**config.mk**
```make
export PLATFORM = sky130hd
export DESIGN_NAME = serial_adder_flat
export DESIGN_NICKNAME = d
export VERILOG_FILES = /design/src/rtl/serial_adder_pkg.sv /design/src/rtl/serial_adder_if.sv /design/src/rtl/serial_adder_fa_cell.sv /design/src/rtl/serial_adder.sv /design/src/flat_wrapper.sv
export SDC_FILE = /design/constraint.sdc
export NUM_CORES = 1
export LEC_CHECK = 0
export CAP_MARGIN = 20
export CORE_MARGIN = 2
export CORE_UTILIZATION = 49
export DETAILED_ROUTE_END_ITERATION = 16
export PLACE_DENSITY = 0.78
export SLEW_MARGIN = 25
export SYNTH_ARGS = -nofsm -noshare
export SYNTH_HDL_FRONTEND = slang
export SYNTH_HIERARCHICAL = 1
export SYNTH_SLANG_ARGS = --single-unit
```
**constraint.sdc**
```tcl
create_clock -name clk -period 1.7 [get_ports clk]
set_input_delay 0.255 -clock clk [delete_from_list [all_inputs] [get_ports clk]]
set_output_delay 0.255 -clock clk [all_outputs]
set_load 0.005 [all_outputs]
```
**src/rtl/serial_adder_pkg.sv**
```systemverilog
// Shared types and defaults for the bit-serial adder/subtractor.
package serial_adder_pkg;

  localparam int DEFAULT_WIDTH = 8;

  typedef enum logic [1:0] {
    IDLE = 2'd0,
    RUN  = 2'd1,
    DONE = 2'd2
  } state_t;

endpackage

```
**src/rtl/serial_adder_if.sv**
```systemverilog
// Request/response bundle of the serial adder: operands in, handshake and result out.
interface serial_adder_if
  import serial_adder_pkg::*;
#(
  parameter int WIDTH = DEFAULT_WIDTH
);
  logic             start;
  logic             sub;
  logic [WIDTH-1:0] a;
  logic [WIDTH-1:0] b;
  logic             cin;
  logic             ready;
  logic             busy;
  logic             done;
  logic [WIDTH-1:0] sum;
  logic             cout;
  logic             overflow;

  modport master (
    output start, sub, a, b, cin,
    input  ready, busy, done, sum, cout, overflow
  );

  modport slave (
    input  start, sub, a, b, cin,
    output ready, busy, done, sum, cout, overflow
  );
endinterface

```
**src/rtl/serial_adder_fa_cell.sv**
```systemverilog
// Single combinational full-adder cell shared by every bit position.
module fa_cell (
  input  logic a,
  input  logic b,
  input  logic cin,
  output logic sum,
  output logic cout
);
  assign sum  = a ^ b ^ cin;
  assign cout = (a & b) | (cin & (a ^ b));
endmodule

```
**src/rtl/serial_adder.sv**
```systemverilog
// Bit-serial adder/subtractor: one bit per cycle, LSB first, through one full adder.
module serial_adder
  import serial_adder_pkg::*;
#(
  parameter int WIDTH = DEFAULT_WIDTH
) (
  input  logic           clk,
  input  logic           rst,
  serial_adder_if.slave  bus
);
  localparam int CW = $clog2(WIDTH);

  state_t           state;
  logic [WIDTH-1:0] a_sh;
  logic [WIDTH-1:0] b_sh;
  logic             carry;
  logic [CW-1:0]    cnt;
  logic             fa_s;
  logic             fa_c;

  fa_cell u_fa (
    .a   (a_sh[0]),
    .b   (b_sh[0]),
    .cin (carry),
    .sum (fa_s),
    .cout(fa_c)
  );

  // Result bits enter a_sh from the top as operand bits leave the bottom,
  // so sum only ever sees the fully assembled word.
  always_ff @(posedge clk) begin
    if (rst) begin
      state        <= IDLE;
      a_sh         <= '0;
      b_sh         <= '0;
      carry        <= 1'b0;
      cnt          <= '0;
      bus.ready    <= 1'b1;
      bus.busy     <= 1'b0;
      bus.done     <= 1'b0;
      bus.sum      <= '0;
      bus.cout     <= 1'b0;
      bus.overflow <= 1'b0;
    end else begin
      bus.done <= 1'b0;
      case (state)
        IDLE: begin
          if (bus.start) begin
            state     <= RUN;
            bus.ready <= 1'b0;
            bus.busy  <= 1'b1;
            a_sh      <= bus.a;
            b_sh      <= bus.sub ? ~bus.b : bus.b;
            carry     <= bus.sub | bus.cin;
            cnt       <= '0;
          end
        end
        RUN: begin
          a_sh  <= {fa_s, a_sh[WIDTH-1:1]};
          b_sh  <= {1'b0, b_sh[WIDTH-1:1]};
          carry <= fa_c;
          if (cnt == CW'(WIDTH-1)) begin
            state        <= DONE;
            bus.busy     <= 1'b0;
            bus.sum      <= {fa_s, a_sh[WIDTH-1:1]};
            bus.cout     <= fa_c;
            // carry still holds the carry into the MSB here
            bus.overflow <= carry ^ fa_c;
          end else begin
            cnt <= cnt + CW'(1);
          end
        end
        DONE: begin
          state     <= IDLE;
          bus.ready <= 1'b1;
          bus.done  <= 1'b1;
        end
        default: state <= IDLE;
      endcase
    end
  end
endmodule

```
**src/flat_wrapper.sv**
```systemverilog
// flat-port wrapper written by rule: the top's interface ports become plain ports
module serial_adder_flat import serial_adder_pkg::*;
#(
  parameter int WIDTH = DEFAULT_WIDTH
)
  (clk, rst, bus_start, bus_sub, bus_a, bus_b, bus_cin, bus_ready, bus_busy, bus_done, bus_sum, bus_cout, bus_overflow);
  serial_adder_if #(.WIDTH(WIDTH)) bus_i ();
  input  logic clk;
  input  logic rst;
  input wire logic [$bits(bus_i.start)-1:0] bus_start;
  input wire logic [$bits(bus_i.sub)-1:0] bus_sub;
  input wire logic [$bits(bus_i.a)-1:0] bus_a;
  input wire logic [$bits(bus_i.b)-1:0] bus_b;
  input wire logic [$bits(bus_i.cin)-1:0] bus_cin;
  output wire logic [$bits(bus_i.ready)-1:0] bus_ready;
  output wire logic [$bits(bus_i.busy)-1:0] bus_busy;
  output wire logic [$bits(bus_i.done)-1:0] bus_done;
  output wire logic [$bits(bus_i.sum)-1:0] bus_sum;
  output wire logic [$bits(bus_i.cout)-1:0] bus_cout;
  output wire logic [$bits(bus_i.overflow)-1:0] bus_overflow;
  assign bus_i.start = bus_start;
  assign bus_i.sub = bus_sub;
  assign bus_i.a = bus_a;
  assign bus_i.b = bus_b;
  assign bus_i.cin = bus_cin;
  assign bus_ready = bus_i.ready;
  assign bus_busy = bus_i.busy;
  assign bus_done = bus_i.done;
  assign bus_sum = bus_i.sum;
  assign bus_cout = bus_i.cout;
  assign bus_overflow = bus_i.overflow;
  serial_adder #(.WIDTH(WIDTH)) u_core (.clk(clk), .rst(rst), .bus(bus_i));
endmodule
```
## Word level (Yosys, flattened, before mapping)

Index checks and enable logic that the tools add are counted.

| storage, ports and cells | value |
|---|---|
| flip-flop bits (word level) | 35 |
| input bits | 21 |
| output and inout bits | 13 |
| logic and storage cells | 54 |

| operators by class | value |
|---|---|
| $add $sub $neg | 1 |
| eq/ne operators | 6 |
| multiplexer cells | 19 |
| bitwise operators | 8 |
| reductions and logical operators | 9 |

Operators by type and width:

| operator | number |
|---|---|
| $pmux W8 S2 | 2 |
| $mux W8 | 3 |
| $not A8 Y8 | 1 |
| $reduce_and A2 Y1 | 4 |
| $mux W3 | 2 |
| $pmux W1 S2 | 3 |
| $pmux W3 S2 | 1 |
| $reduce_and A3 Y1 | 2 |
| $mux W1 | 5 |
| $mux W2 | 2 |
| $ne A2 B2 Y1 const B | 2 |
| $pmux W2 S2 | 1 |
| $reduce_bool A2 Y1 | 2 |
| $add A3 B1 Y3 const B | 1 |
| $eq A3 B3 Y1 const B | 1 |
| $xor A1 B1 Y1 | 3 |
| $and A1 B1 Y1 | 2 |
| $eq A2 B1 Y1 const B | 1 |
| $eq A2 B2 Y1 const B | 1 |
| $logic_not A2 Y1 | 1 |
| $ne A2 B1 Y1 const B | 1 |
| $or A1 B1 Y1 | 2 |

## Depth between registers and ports, before layout

| depth | value |
|---|---|
| depth after elaboration | 4 |
| mapped depth | 6 |
| depth with buffers taken out | 5 |

## Modules after synthesis

Netlist, hierarchy kept.

Modules (own cells, without submodules):

| module | instances | cells an instance | area each (µm²) | sequential area each (µm²) |
|---|---|---|---|---|
| serial_adder | 1 | 161 | 1532.7 | 700.7 |
| fa_cell | 1 | 1 | 20.0 | 0.0 |

## Least setup slack after synthesis

No wires, ideal clock.

| timing | value |
|---|---|
| path kind | flip-flop to flip-flop |
| start point | register u_core.cnt[0] |
| end point | register u_core.cnt[1] |
| setup time | 132 ps |
| arrival | 1237 ps |
| data required time | 1568 ps |
| path slack | 331 ps |
| stages on the path, launching flop included | 6 |
| path buffers | 0 |
| clock period less this slack | 1369 ps |
| cell sequence | dfxtp_1 > ha_1 > ha_1 > or3b_1 > nand3_1 > a21oi_1 |

| between the ends | value |
|---|---|
| word-level cells in the longest chain between the ends | 3 |
| elaborated cells between the ends (all ways) | 6 |
| those cells by class | 1 x add/sub; 2 x eq/ne; 2 x mux; 1 x reduce/logical |

RTL lines:

| what | RTL line | RTL |
|---|---|---|
| start, declared | serial_adder.sv:17 | `logic [CW-1:0] cnt;` |
| start signal, assigned | serial_adder.sv:70 | `cnt <= cnt + CW'(1);` |
| $add A3 B1 Y3 or $eq A3 B3 Y1 (tied branches) | serial_adder.sv:70, serial_adder.sv:62 |  |
| $mux W3 or $ne A2 B2 Y1 (tied branches) | -- |  |
| $pmux W3 S2 or $reduce_and A3 Y1 (tied branches) | -- |  |

Parallel ways exist; a longest one is shown, timed or not. The select of a mux whose other input is x is not followed.
A chain may end at the register's enable or synchronous reset.

## Final worst setup path

| timing | value |
|---|---|
| start point | register u_core.cnt[0] |
| end point | register u_core.cnt[2] |

The elaborated chain is that of the path after synthesis.

==> results by stage <==
STA:
- At the pin with the least slew margin, the transition time is 0.467 ns.
- The hold violation total from the final report is 0.
- The fraction of the cycle the final worst path needs is 86.8%.
- Setup violations remaining at the end of the flow were counted as 0.
- The worst path in the final design needs a cycle of 1.47 ns, including I/O delays and setup.
- The worst pin sits at a relative slew slack of 68.8%.
- Final hold analysis gives a worst-case slack of 0.459 ns.
- Across all setup checks in the final design, the least slack found is 0.225 ns.
- The timing-limited maximum frequency is 0.678 GHz.
- Setup repair after global routing left no endpoint under its margin.
- The total negative slack for setup checks is 0 ns.
- The setup clock skew after layout is 0.00924 ns.
- The final count of pins violating max slew is 0.

Logic synthesis:
- By area the synthesized netlist is led by sky130_fd_sc_hd__dfxtp_1 (45%), sky130_fd_sc_hd__nand2_1 (5.3%), sky130_fd_sc_hd__a221o_1 (5.2%).
- Measured against the total synthesized area, the mux share comes to 5.16%.
- The synthesized netlist devotes 5.08% of its cell area to XOR and XNOR gates.
- The number of synthesis warnings is 6.
- The net count of the mapped netlist is 187.
- Of all flip-flops after synthesis, the portion carrying an async set or reset was 0%.
- The fraction of the mapped netlist area in compound gates is 17.0%.
- The fraction of the mapped netlist area in simple logic gates is 18.0%.
- Summing the areas of all fa, ha and maj instances in the mapped netlist gives 3.71% of the synthesized area.
- The number of cells produced by synthesis is 162.
- Summing every instance area after synthesis gives 1550 sq um.
- The sequential area share after synthesis is 45.1%.
- The cell type contributing the most total cell area after synthesis is sky130_fd_sc_hd__dfxtp_1.
- The count of distinct cell types in the synthesized netlist is 30.
- The synthesized design contains 35 register bits.
- The fraction of synthesized cell area taken by the top area cell type is 45.1%.
- For this run, the leading register cell type out of synthesis is sky130_fd_sc_hd__dfxtp_1.
- After synthesis, the largest family of logic cells by area is simple AND/OR/NAND/NOR gates.
- The count of flip-flops with a built-in enable after synthesis is 0.
- After synthesis, the mean cell area works out to 9.58 sq um.

Setup path:
- The largest single stage delay on the critical path is 0.42 ns.
- The startpoint of the lowest-slack register-to-register path is u_core/cnt[0]$_SDFFE_PP0P_.
- The arrival time of the worst setup path is 1.71 ns.
- The cell type with the highest occurrence count on the critical path is sky130_fd_sc_hd__ha_1.
- The critical path required time is 1.93 ns.
- The beginning of the critical path is u_core/cnt[0]$_SDFFE_PP0P_.
- STA classifies the critical path endpoint as a flop.
- The number of buffers and inverters on the critical path is 0.
- The family of cells with the greatest summed delay on the critical path is simple AND/OR/NAND/NOR gates.
- For this design, the slowest cell found on the critical path is sky130_fd_sc_hd__or3b_1.
- The worst setup path is launched from a flop.
- By startpoint and endpoint, the worst setup path is classified as reg -> reg.
- Walking the worst path, the cells encountered are ha_1, ha_1, or3b_1, nand3_1, a21oi_1.
- The maximum fanout along the worst path is 4.

Clocking:
- At the later pin of the worst-skew pair, clock insertion delay measures 0.34 ns.
- Buffers inserted during clock tree synthesis total 5.
- CTS placed an instance of sky130_fd_sc_hd__clkbuf_4 at the clock tree root.
- The clock tree from TritonCTS is built.
- The number of hold-repair buffers added at the cts stage is 0.
- The maximum level of the CTS H-tree is 2.
- The post-CTS setup buffer count is 0.
- The number of gates given a new drive strength after cts is 0.
- The number of sinks handled by clock tree synthesis is 35.
- The register clock-pin slew on the reported worst setup and hold paths is 0.11 ns.
- The longest clock path from root to sink contains 2 buffers.

Die:
- From left edge to right edge, the die measures 60.3 um.
- The floorplan has 20 rows.
- The die covers 3630 sq um.
- 34 I/O pins were placed.
- From bottom edge to top edge, the die measures 60.3 um.
- The region available for standard cell placement spans 3030 sq um.
- Once the floorplan was initialized, standard cells occupied 51.3% of the core.

Placement:
- The detailed placer's ending HPWL is 2280 um.
- The worst-case setup slack after placement is -0.0221 ns.
- The global placer's final weighted congestion is 0.731.
- The number of I/O port buffers is 33.

Pwr:
- For this design the static power due to leakage is 0.758 nW.
- Dividing total power by cell area gives a power density of 849 nW/um^2.
- VDD sags by at most 578 uV.

GRT:
- In this run the most used layer during global routing was met2.
- The pin count of the biggest net entering global routing is 18.
- The met1 capacity usage during global routing is 21.8%.
- The met2 layer usage reported by global route is 35.7%.
- The via count of the first global-routing pass is 1251.
- Across every metal layer, demand over resource in global routing totals 20.1%.
- The initial antenna violation count is 0.
- The global routing usage on met3 is 4.55%.
- The overflow left after global routing is 0.
- The wire length of the first global-routing pass is 5340 um.

Finish:
- The count of antenna diodes in the layout is 0.
- The library cells used most frequently in the layout, excluding fill and tap cells, are sky130_fd_sc_hd__dfxtp_1 (35), sky130_fd_sc_hd__clkdlybuf4s50_1 (33), sky130_fd_sc_hd__nand2_1 (22), sky130_fd_sc_hd__nor2_1 (18), sky130_fd_sc_hd__a21oi_1 (14).
- The most common library cell in the layout ignoring fill and taps is sky130_fd_sc_hd__dfxtp_1.
- The area of the multi-input gates is 759 sq um.
- The final-stage net count is 219.
- The sequential cells in the finished layout cover a total of 701 sq um.
- Compared with the post-synthesis result, the final layout area differs by 26.8%.
- The number of filler cells placed in the layout is 272.
- The fraction of final layout cells sized beyond drive strength 1 is 8.72%.

Run status:
- The run finished with clean final reports.

Hold path:
- The path type of the worst min-delay path is reg -> reg.
- The startpoint of the tightest hold check path is u_core/bus.sum[3]$_SDFFE_PP0P_.

Route:
- Using the TritonRoute via totals, the vias-per-cell ratio works out to 5.22.
- The final layout contains routed wiring with a total length of 3140 um.
- Summing over every cut layer, the via total after detailed routing is 1247.
- The count of antenna-violating nets left after detailed routing is 0.
- After detailed routing, the average wire length per cell comes to 13.1 um.
- The number of violations reported at the end of detailed-routing iteration 0 is 46.
- The number of iterations in the first detailed-routing pass is 4.
- For this run, design rule violations remaining after detail routing come to 0.

Job:
- Across the run, the number of max-cap violations was 0.
## cell families after synthesis
kind of cell	Yosys count
AND/OR/NAND/NOR	57
AO/OA/AOI/OAI	35
flip-flops	35
buffers and inverters	14
XOR/XNOR	9
multiplexers	8
adder cells (fa/ha/maj)	4
## worst register-to-register path, stage by stage, from the launching register on
cell and delay (ns):
sky130_fd_sc_hd__dfxtp_1 0.34, sky130_fd_sc_hd__ha_1 0.22, sky130_fd_sc_hd__ha_1 0.21, sky130_fd_sc_hd__or3b_1 0.42
sky130_fd_sc_hd__nand3_1 0.11, sky130_fd_sc_hd__a21oi_1 0.07
## cells in the mapped netlist (2+ instances only)
cell type                   n
sky130_fd_sc_hd__a211oi_2   2
sky130_fd_sc_hd__nor2_4     2
sky130_fd_sc_hd__nor3b_1    2
sky130_fd_sc_hd__a221o_1    8
sky130_fd_sc_hd__nand2b_1   3
sky130_fd_sc_hd__a21oi_1   14
sky130_fd_sc_hd__inv_1      2
sky130_fd_sc_hd__ha_1       3
sky130_fd_sc_hd__nor2_1    18
sky130_fd_sc_hd__xnor2_1    9
sky130_fd_sc_hd__buf_6      4
sky130_fd_sc_hd__a211oi_1   7
sky130_fd_sc_hd__nand3_1    3
sky130_fd_sc_hd__or3b_1     2
sky130_fd_sc_hd__buf_1      2
sky130_fd_sc_hd__mux2i_1    8
sky130_fd_sc_hd__nand2_1   22
sky130_fd_sc_hd__buf_2      5
sky130_fd_sc_hd__dfxtp_1   35
## report_power, final
part	switching (W)	total, W	internal (W)
sequential	0.0000365	0.000901	0.000865
combinational	0.000110	0.000247	0.000137
clock	0.000280	0.000522	0.000242
total	0.000426	0.00167	0.00124
## worst paths after layout
| path | end | slack (ns) | depth (start not counted) |
|---|---|---|---|
| hold / removal | u_core/bus.sum[3]$_SDFFE_PP0P_ | 0.46 | 2 |
| hold reg to reg | u_core/bus.sum[3]$_SDFFE_PP0P_ | 0.46 | 2 |
| setup reg to reg | u_core/cnt[2]$_SDFFE_PP0P_ | 0.23 | 5 |
| setup / recovery | u_core/cnt[2]$_SDFFE_PP0P_ | 0.23 | 5 |
## registers in the layout (all words and copies together) (netlist names)
| register | cells |
|---|---|
| u_core/bus.sum | 8 |
| u_core/cnt | 3 |
| u_core/bus.overflow | 1 |
| u_core/bus.ready | 1 |
| u_core/bus.done | 1 |
| u_core/bus.cout | 1 |
| u_core/bus.busy | 1 |
| u_core/a_sh | 8 |
| u_core/carry | 1 |
| u_core/b_sh | 8 |
| u_core/state | 2 |
## cell type report
type	count	area share, %
repair buffers	37	18.9
multi-input cells	113	38.6
well taps	44	2.80
flip-flops and latches	35	35.6
clock inverters	1	0.381
inverters	2	0.381
clock buffers	7	3.31
## metal layers
metal | part of all wire (%) | up-vias
met5 | 0 | -
met4 | 1.6 | 0
met3 | 3.9 | 5
met2 | 54 | 28
met1 | 41 | 586
li1 | - | 628
## stage by stage
step,cell area [sq um],power [W],std cells,utilization [%]
final,1970,0.00167,239,65.0
after global routing,1970,0.00175,239,65.0
after CTS,1970,0.00169,239,65.0
after detailed placement,1900,0.00117,231,62.6
after global placement,1900,0.00115,231,62.6
after floorplan,1550,0.00108,162,-
No activity file was read; power rests on OpenSTA's default activity.
